### config.mk
export PLATFORM = sky130hd
export DESIGN_NAME = fir_filter
export DESIGN_NICKNAME = d
export VERILOG_FILES = /design/src/rtl/fir_pkg.sv /design/src/rtl/fir_round_sat.sv /design/src/rtl/fir_filter.sv
export SDC_FILE = /design/constraint.sdc
export NUM_CORES = 1
export LEC_CHECK = 0
export CORE_MARGIN = 2
export CORE_UTILIZATION = 53
export DETAILED_ROUTE_END_ITERATION = 10
export PLACE_DENSITY = 0.71
export SKIP_CTS_REPAIR_TIMING = 1
export SLEW_MARGIN = 20
export SYNTH_ARGS = -nofsm -noshare
export SYNTH_HDL_FRONTEND = slang
export SYNTH_SLANG_ARGS = --single-unit
### constraint.sdc
create_clock -name clk -period 12.9 [get_ports clk]
set_input_delay 2.58 -clock clk [delete_from_list [all_inputs] [get_ports clk]]
set_output_delay 2.58 -clock clk [all_outputs]
set_load 0.01 [all_outputs]
### src/rtl/fir_pkg.sv
// Shared constants, coefficient set and round/saturate helper for the 16-tap
// triangular-window low-pass FIR.
package fir_pkg;

   localparam int N     = 16;
   localparam int TAPS  = 16;
   localparam int ACC_W = 32;
   localparam int SH    = 15;
   localparam int RW    = ACC_W + 1 - SH;

   // Q0.15 triangular window; the sixteen weights add up to exactly 32768.
   localparam logic signed [N-1:0] h [0:TAPS-1] = '{
      16'sd256,  16'sd768,  16'sd1280, 16'sd1792,
      16'sd2304, 16'sd2816, 16'sd3328, 16'sd3840,
      16'sd3840, 16'sd3328, 16'sd2816, 16'sd2304,
      16'sd1792, 16'sd1280, 16'sd768,  16'sd256
   };

   localparam logic signed [ACC_W:0] RND    = (ACC_W+1)'(2**(SH-1));
   localparam logic signed [RW-1:0]  SAT_HI = RW'(2**(N-1) - 1);
   localparam logic signed [RW-1:0]  SAT_LO = RW'(-(2**(N-1)));

   // Round half up, arithmetic shift, then clamp to the N-bit signed range.
   function automatic logic signed [N-1:0] round_sat(input logic signed [ACC_W-1:0] acc);
      logic signed [ACC_W:0] sum;
      logic signed [RW-1:0]  shifted;
      logic signed [N-1:0]   res;
      sum     = (ACC_W+1)'(acc) + RND;
      shifted = sum[ACC_W:SH];
      if (shifted > SAT_HI) begin
         res = SAT_HI[N-1:0];
      end else if (shifted < SAT_LO) begin
         res = SAT_LO[N-1:0];
      end else begin
         res = shifted[N-1:0];
      end
      return res;
   endfunction

endpackage

### src/rtl/fir_round_sat.sv
// Combinational ACC_W -> N bit round-half-up and saturate stage.
module fir_round_sat
   import fir_pkg::*;
(
   input  logic [ACC_W-1:0] acc_in,
   output logic [N-1:0]     data_o
);

   assign data_o = round_sat($signed(acc_in));

endmodule

### src/rtl/fir_filter.sv
// 16-tap fixed-coefficient direct-form FIR, one sample in and out per clock.
// Symmetric pairs are pre-added so only eight products are formed.
module fir_filter
   import fir_pkg::*;
(
   input  logic         clk,
   input  logic         reset,
   input  logic [N-1:0] data_in,
   output logic [N-1:0] data_out
);

   logic signed [N-1:0]     tap_q [TAPS];
   logic signed [N-1:0]     tap_d [TAPS];
   logic signed [N:0]       pre;
   logic signed [ACC_W-1:0] acc;
   logic        [N-1:0]     rounded;
   logic        [N-1:0]     data_out_q;
   logic        [N-1:0]     data_out_d;

   always_comb begin
      tap_d[0] = data_in;
      for (int k = 1; k < TAPS; k++) begin
         tap_d[k] = tap_q[k-1];
      end
   end

   // Products use the taps held before the edge, so a new sample reaches the
   // output one edge after it is captured.
   always_comb begin
      pre = '0;
      acc = '0;
      for (int k = 0; k < TAPS/2; k++) begin
         pre = (N+1)'(tap_q[k]) + (N+1)'(tap_q[TAPS-1-k]);
         acc = acc + ACC_W'(pre) * ACC_W'(h[k]);
      end
   end

   fir_round_sat u_round_sat (
      .acc_in (acc),
      .data_o (rounded)
   );

   assign data_out_d = rounded;

   always_ff @(posedge clk or negedge reset) begin
      if (!reset) begin
         for (int k = 0; k < TAPS; k++) begin
            tap_q[k] <= '0;
         end
         data_out_q <= '0;
      end else begin
         for (int k = 0; k < TAPS; k++) begin
            tap_q[k] <= tap_d[k];
         end
         data_out_q <= data_out_d;
      end
   end

   assign data_out = data_out_q;

endmodule

==> metrics.csv, run 1 <==
metric;value;unit
status;finished, final reports clean;
Period Utilization, post-route;0.833;
GRT met1 Usage;0.326;
post-detailed-route wirelength per cell;18.6;um
GR peak layer;met2;
Fin Setup TNS;0;ns
Core Box Area;47800;um^2
die height;224;um
initial antenna violation count;0;
Die Wd;224;um
largest area contributor in the netlist;dfrtp_1;
Avg Cell Area, Syn;10.2;um^2
GRT met2 Usage;0.398;
share of flip-flops with an asynchronous set or reset;1.00;
drt total wl;59800;um
final hold vios;0;
DRT Pass-1 Iters;5;
Crit Path Class;flip-flop to flip-flop;
DR DRC count;0;
EDFF count, synth;0;
FP Rows;80;
Die ar.;50300;um^2
measured slew at the worst slew-check pin;1.06;ns
port buffer count;33;
Clock Skew;0.0195;ns
Post-Syn Nets;3167;
antenna viol nets, final;0;
fmax;93.1;MHz
crit-path most repeated cell;fa_1;
Final Non-Filler Cells;3221;
slowest CP cell;o41ai_1;
CTS Buf Count;31;
Post-Syn Area;25700;um^2
Placer Congestion;0.927;
ys flop type;dfrtp_1;
Max stage delay on crit path;0.67;ns
synth-to-layout area growth;8.32;%
CP required;13.33;ns
most frequent cells after synthesis;ha_1 (417), inv_1 (378), dfrtp_1 (272), fa_1 (209), xnor2_1 (198);
post-synth cell types;74;
worst path arrival time;11.17;ns
Max clock buf depth;3;
Max-slew headroom;0.281;
crit path capture type;flip-flop;
post-DR vias/cell;5.57;
grt total ovfl;0;
most common cell in the synthesized netlist;ha_1;
vias in the first global route;17980;
total of max-cap violations;0;
Clock transition at path regs;0.06;ns
Iteration-0 DRC Markers;1078;
Root Buffer;clkbuf_16;
Overall Global Routing Usage;0.241;
HPWL after DPL;49600;um
clock latency on the worst-skew pair;0.59;ns
antenna cells;0;
Post-Syn Instances;2523;
RSZ-0062 raised after global routing;false;
crit path launch type;flip-flop;
largest net degree at the start of global routing;109;
synth warn;0;
wire length of the first global-routing pass;95200;um
Fin Hold WS;0.378;ns
Post-layout nets;3226;
top post-synthesis cells by area;dfrtp_1 (26%), ha_1 (20%), fa_1 (16%), xnor2_1 (6.7%), inv_1 (5.5%);
vias post-DR;17933;
Final setup violation count;0;
GR met3 Demand/Resource;0.0223;
sequential-to-total area share from yosys stat;0.265;
H-tree depth;1;
placed cell count;3164;
IO Pins;34;
Slew Viols, Final;0;
share of layout cells above drive strength 1;0.0334;
Worst Hold Class;flip-flop to flip-flop;
post-route minimum period;10.75;ns
worst-path fanout max;15;
top-area cell type share of the netlist area;0.265;
Starting Density;0.537;
flip-flop and latch count after synthesis;272;
TritonCTS clock tree;done;
clock sinks;272;
layout make-up:
type	instances	area, um^2
clock buffer	41	863
clock inverter	16	186
fill	4084	20000
inverter	378	1420
multi-input combinational	1863	17400
sequential	272	6810
tap	615	769
timing repair buffer	36	362
cells in the final DEF, fill, tap and decap left out, drive strengths merged, types with 13 or more instances in the layout:
cell type        n
and3            15
nand2          100
dfrtp          272
ha             417
xnor2          198
xor2            78
fa             209
or3             20
a21o            53
a41oi           15
a31oi           17
clkdlybuf4s50   32
o21bai          21
nor2           117
nand3           54
a21oi          155
or2             13
o21ai           76
nand2b          24
nor3            55
clkbuf          41
o21a            33
nor2b           29
inv            382
path summary, 6_finish.rpt:
| path | start | end | slack (ns) | depth (start not counted) |
|---|---|---|---|---|
| max | tap_d[112] | data_out[0] | 2.15 | 38 |
| min | tap_d[229] | tap_d[213] | 0.38 | 0 |
| max reg2reg | tap_d[112] | data_out[0] | 2.15 | 38 |
| min reg2reg | tap_d[229] | tap_d[213] | 0.38 | 0 |
| max in group asynchronous | reset | tap_d[21] | 9.32 | 2 |
| min in group asynchronous | reset | data_out[4] | 2.02 | 1 |
worst max-delay path: cells and delay by family, from the launching register on:
family | cells | cell delay, ns
simple gates | 5 | 1.40
fa+ha+maj | 11 | 4.44
flops | 1 | 0.36
xor+xnor | 3 | 0.61
buf+inv | 5 | 0.30
compound gates | 13 | 3.35
mux | 1 | 0.15
layer usage:
layer  part of all wire  wire length [um]
met1               0.44             26600
met2               0.47             28100
met3              0.036              2140
met4              0.049              2950
met5                  0                 0
flip-flops by register name, indices dropped and copies added, names as in the netlist:
name,flops
data_out,16
tap_d,240
tap_q,16
cells by family after synthesis:
| family | Yosys count | share of synthesized area |
|---|---|---|
| fa+ha+maj | 626 | 0.366 |
| compound gates | 477 | 0.123 |
| simple gates | 477 | 0.0923 |
| buf+inv | 388 | 0.0569 |
| xor+xnor | 276 | 0.0941 |
| flops | 272 | 0.265 |
| mux | 7 | 0.00282 |
metrics by stage:
| step | setup WS [ns] | utilization | area [um^2] |
|---|---|---|---|
| finish | 2.15 | 0.582 | 27800 |
| global route | 1.26 | 0.582 | 27800 |
| CTS | 2.20 | 0.582 | 27800 |
| detailed placement | 2.25 | 0.560 | 26800 |
| global placement | 2.51 | 0.560 | 26800 |
| floorplan | 3.47 | - | 25700 |
Power of run 1 is not shown: default switching activity piles up to over one toggle a cycle in this logic, so the estimate is an artifact.
==> run 2, diff against run 1 <==
- clock period: 12.9 -> 10.4 ns (I/O delays scaled with it)
==> metrics.csv, run 2 (same netlist as run 1, synthesis figures left out) <==
metric;value;unit;change
final hold vios;0;;unchanged
Post-layout nets;3241;;+0.46%
synth-to-layout area growth;9.93;%;
max reg flops;240;;unchanged
Worst Hold Class;flip-flop to flip-flop;;
Worst Hold Depth;0;;unchanged
CTS Buf Count;34;;+9.7%
pre-CTS setup slack;-0.0492;ns;-2.30 ns
TritonCTS clock tree;done;;
design area;28300;um^2;+1.5%
post-route setup slack;0.435;ns;-1.72 ns
Max-slew headroom;0.351;;+0.0700
clock sinks;272;;unchanged
Placer Congestion;0.953;;+2.8%
Slew Viols, Final;0;;unchanged
RR Endpoint;data_out[3];;
share of layout cells above drive strength 1;0.0503;;+0.0169
DR DRC count;0;;unchanged
crit path capture type;flip-flop;;
port buffer count;33;;unchanged
largest net degree at the start of global routing;174;;+60%
post-DR vias/cell;5.58;;+0.16%
vias post-DR;18057;;+0.69%
RSZ-0062 raised after global routing;true;;
crit path launch type;flip-flop;;
H-tree depth;2;;+1
die height;224;um;unchanged
Max clock buf depth;3;;unchanged
Critical Path Start;tap_d[96];;
status;finished, final reports clean;;
HPWL after DPL;49600;um;about the same
Final setup violation count;0;;unchanged
Die Wd;224;um;unchanged
Hold Path End;tap_d[103];;
Placed Area;26800;um^2;+0.16%
Final Util;0.591;;+0.00865
worst-path fanout max;14;;-1
antenna cells;0;;unchanged
Overall Global Routing Usage;0.247;;+0.00590
Core Box Area;47800;um^2;unchanged
drt total wl;60300;um;+0.85%
Sequential cell area;6810;um^2;unchanged
fmax;100;MHz;+7.8%
vias in the first global route;18357;;+2.1%
CP required;10.81;ns;-2.52 ns
slowest CP cell;fa_1;;
Root Buffer;clkbuf_16;;
DRT Pass-1 Iters;8;;+3
FP Rows;80;;unchanged
Reg2Reg Depth;37;;-2.6%
most common cell after layout, fill and taps aside;ha_1;;
Final Non-Filler Cells;3238;;+0.53%
total of max-cap violations;0;;unchanged
post-route minimum period;9.96;ns;-0.780 ns
Hold Path Origin;tap_d[119];;
Period Utilization, post-route;0.958;;+0.125
R2R setup slack;0.44;ns;-1.72 ns
Crit Path Class;flip-flop to flip-flop;;
initial antenna violation count;0;;unchanged
grt total ovfl;0;;unchanged
Layout fillers;3951;;-3.3%
Die ar.;50300;um^2;unchanged
antenna viol nets, final;0;;unchanged
wire length of the first global-routing pass;96300;um;+1.1%
Max stage delay on crit path;0.55;ns;-0.12 ns
placed cell count;3168;;+0.13%
worst r2r src;tap_d[96];;
Clock transition at path regs;0.06;ns;about the same
clock latency on the worst-skew pair;0.55;ns;-0.04 ns
measured slew at the worst slew-check pin;0.973;ns;-0.0911 ns
Starting Density;0.537;;unchanged
IO Pins;34;;unchanged
Multi-input gate area;17600;um^2;+0.95%
worst path arrival time;10.38;ns;-0.79 ns
post-detailed-route wirelength per cell;18.6;um;+0.32%
most frequent cells in the layout;ha_1 (417), inv_1 (378), dfrtp_1 (272);;
crit-path most repeated cell;fa_1;;
Clock Skew;0.0303;ns;+0.0108 ns
Iteration-0 DRC Markers;1110;;+3.0%
==> run 2: critical path: cells and delay by family (launching register included) <==
kind	cells	cell delay, ns
fa+ha+maj	11	4.52
flops	1	0.35
simple gates	11	2.25
buf+inv	5	0.54
xor+xnor	2	0.33
compound gates	8	1.85
==> run 2: final cells by class <==
cell class              instances  share of cell area
flip-flops and latches        272               0.241
clock inverters                20             0.00943
repair buffers                 48              0.0163
clock buffers                  42              0.0330
multi-input cells            1863               0.623
well taps                     615              0.0272
inverters                     378              0.0502
==> run 2: layer usage <==
metal  vias to the layer above  part of all wire  global-route usage
met4                         0             0.058               0.130
met5                         -                 0                   0
li1                       8729                 -                   -
met2                       418              0.46               0.395
met1                      8777              0.44               0.326
met3                       133             0.042              0.0368
==> run 2: worst max path at each step <==
stage / cells after the start / endpoint / slack (ns)
2_1_floorplan: 39 / data_out[1] / 0.97
3_3_place_gp: 39 / data_out[1] / 0.32
3_5_place_dp: 38 / data_out[6] / -0.05
4_1_cts: 40 / data_out[6] / -0.07
5_1_grt: 43 / data_out[6] / -0.05
6_report: 37 / data_out[3] / 0.44
==> run 2: stage by stage <==
step / hold slack [ns] / TNS (ns)
detailed placement: 0.366 / -0.285
finish: 0.367 / 0
global route: 0.380 / -0.354
global placement: 0.360 / 0
floorplan: 0.357 / 0
CTS: 0.362 / -0.499
Power of run 2 is left out for the same reason.
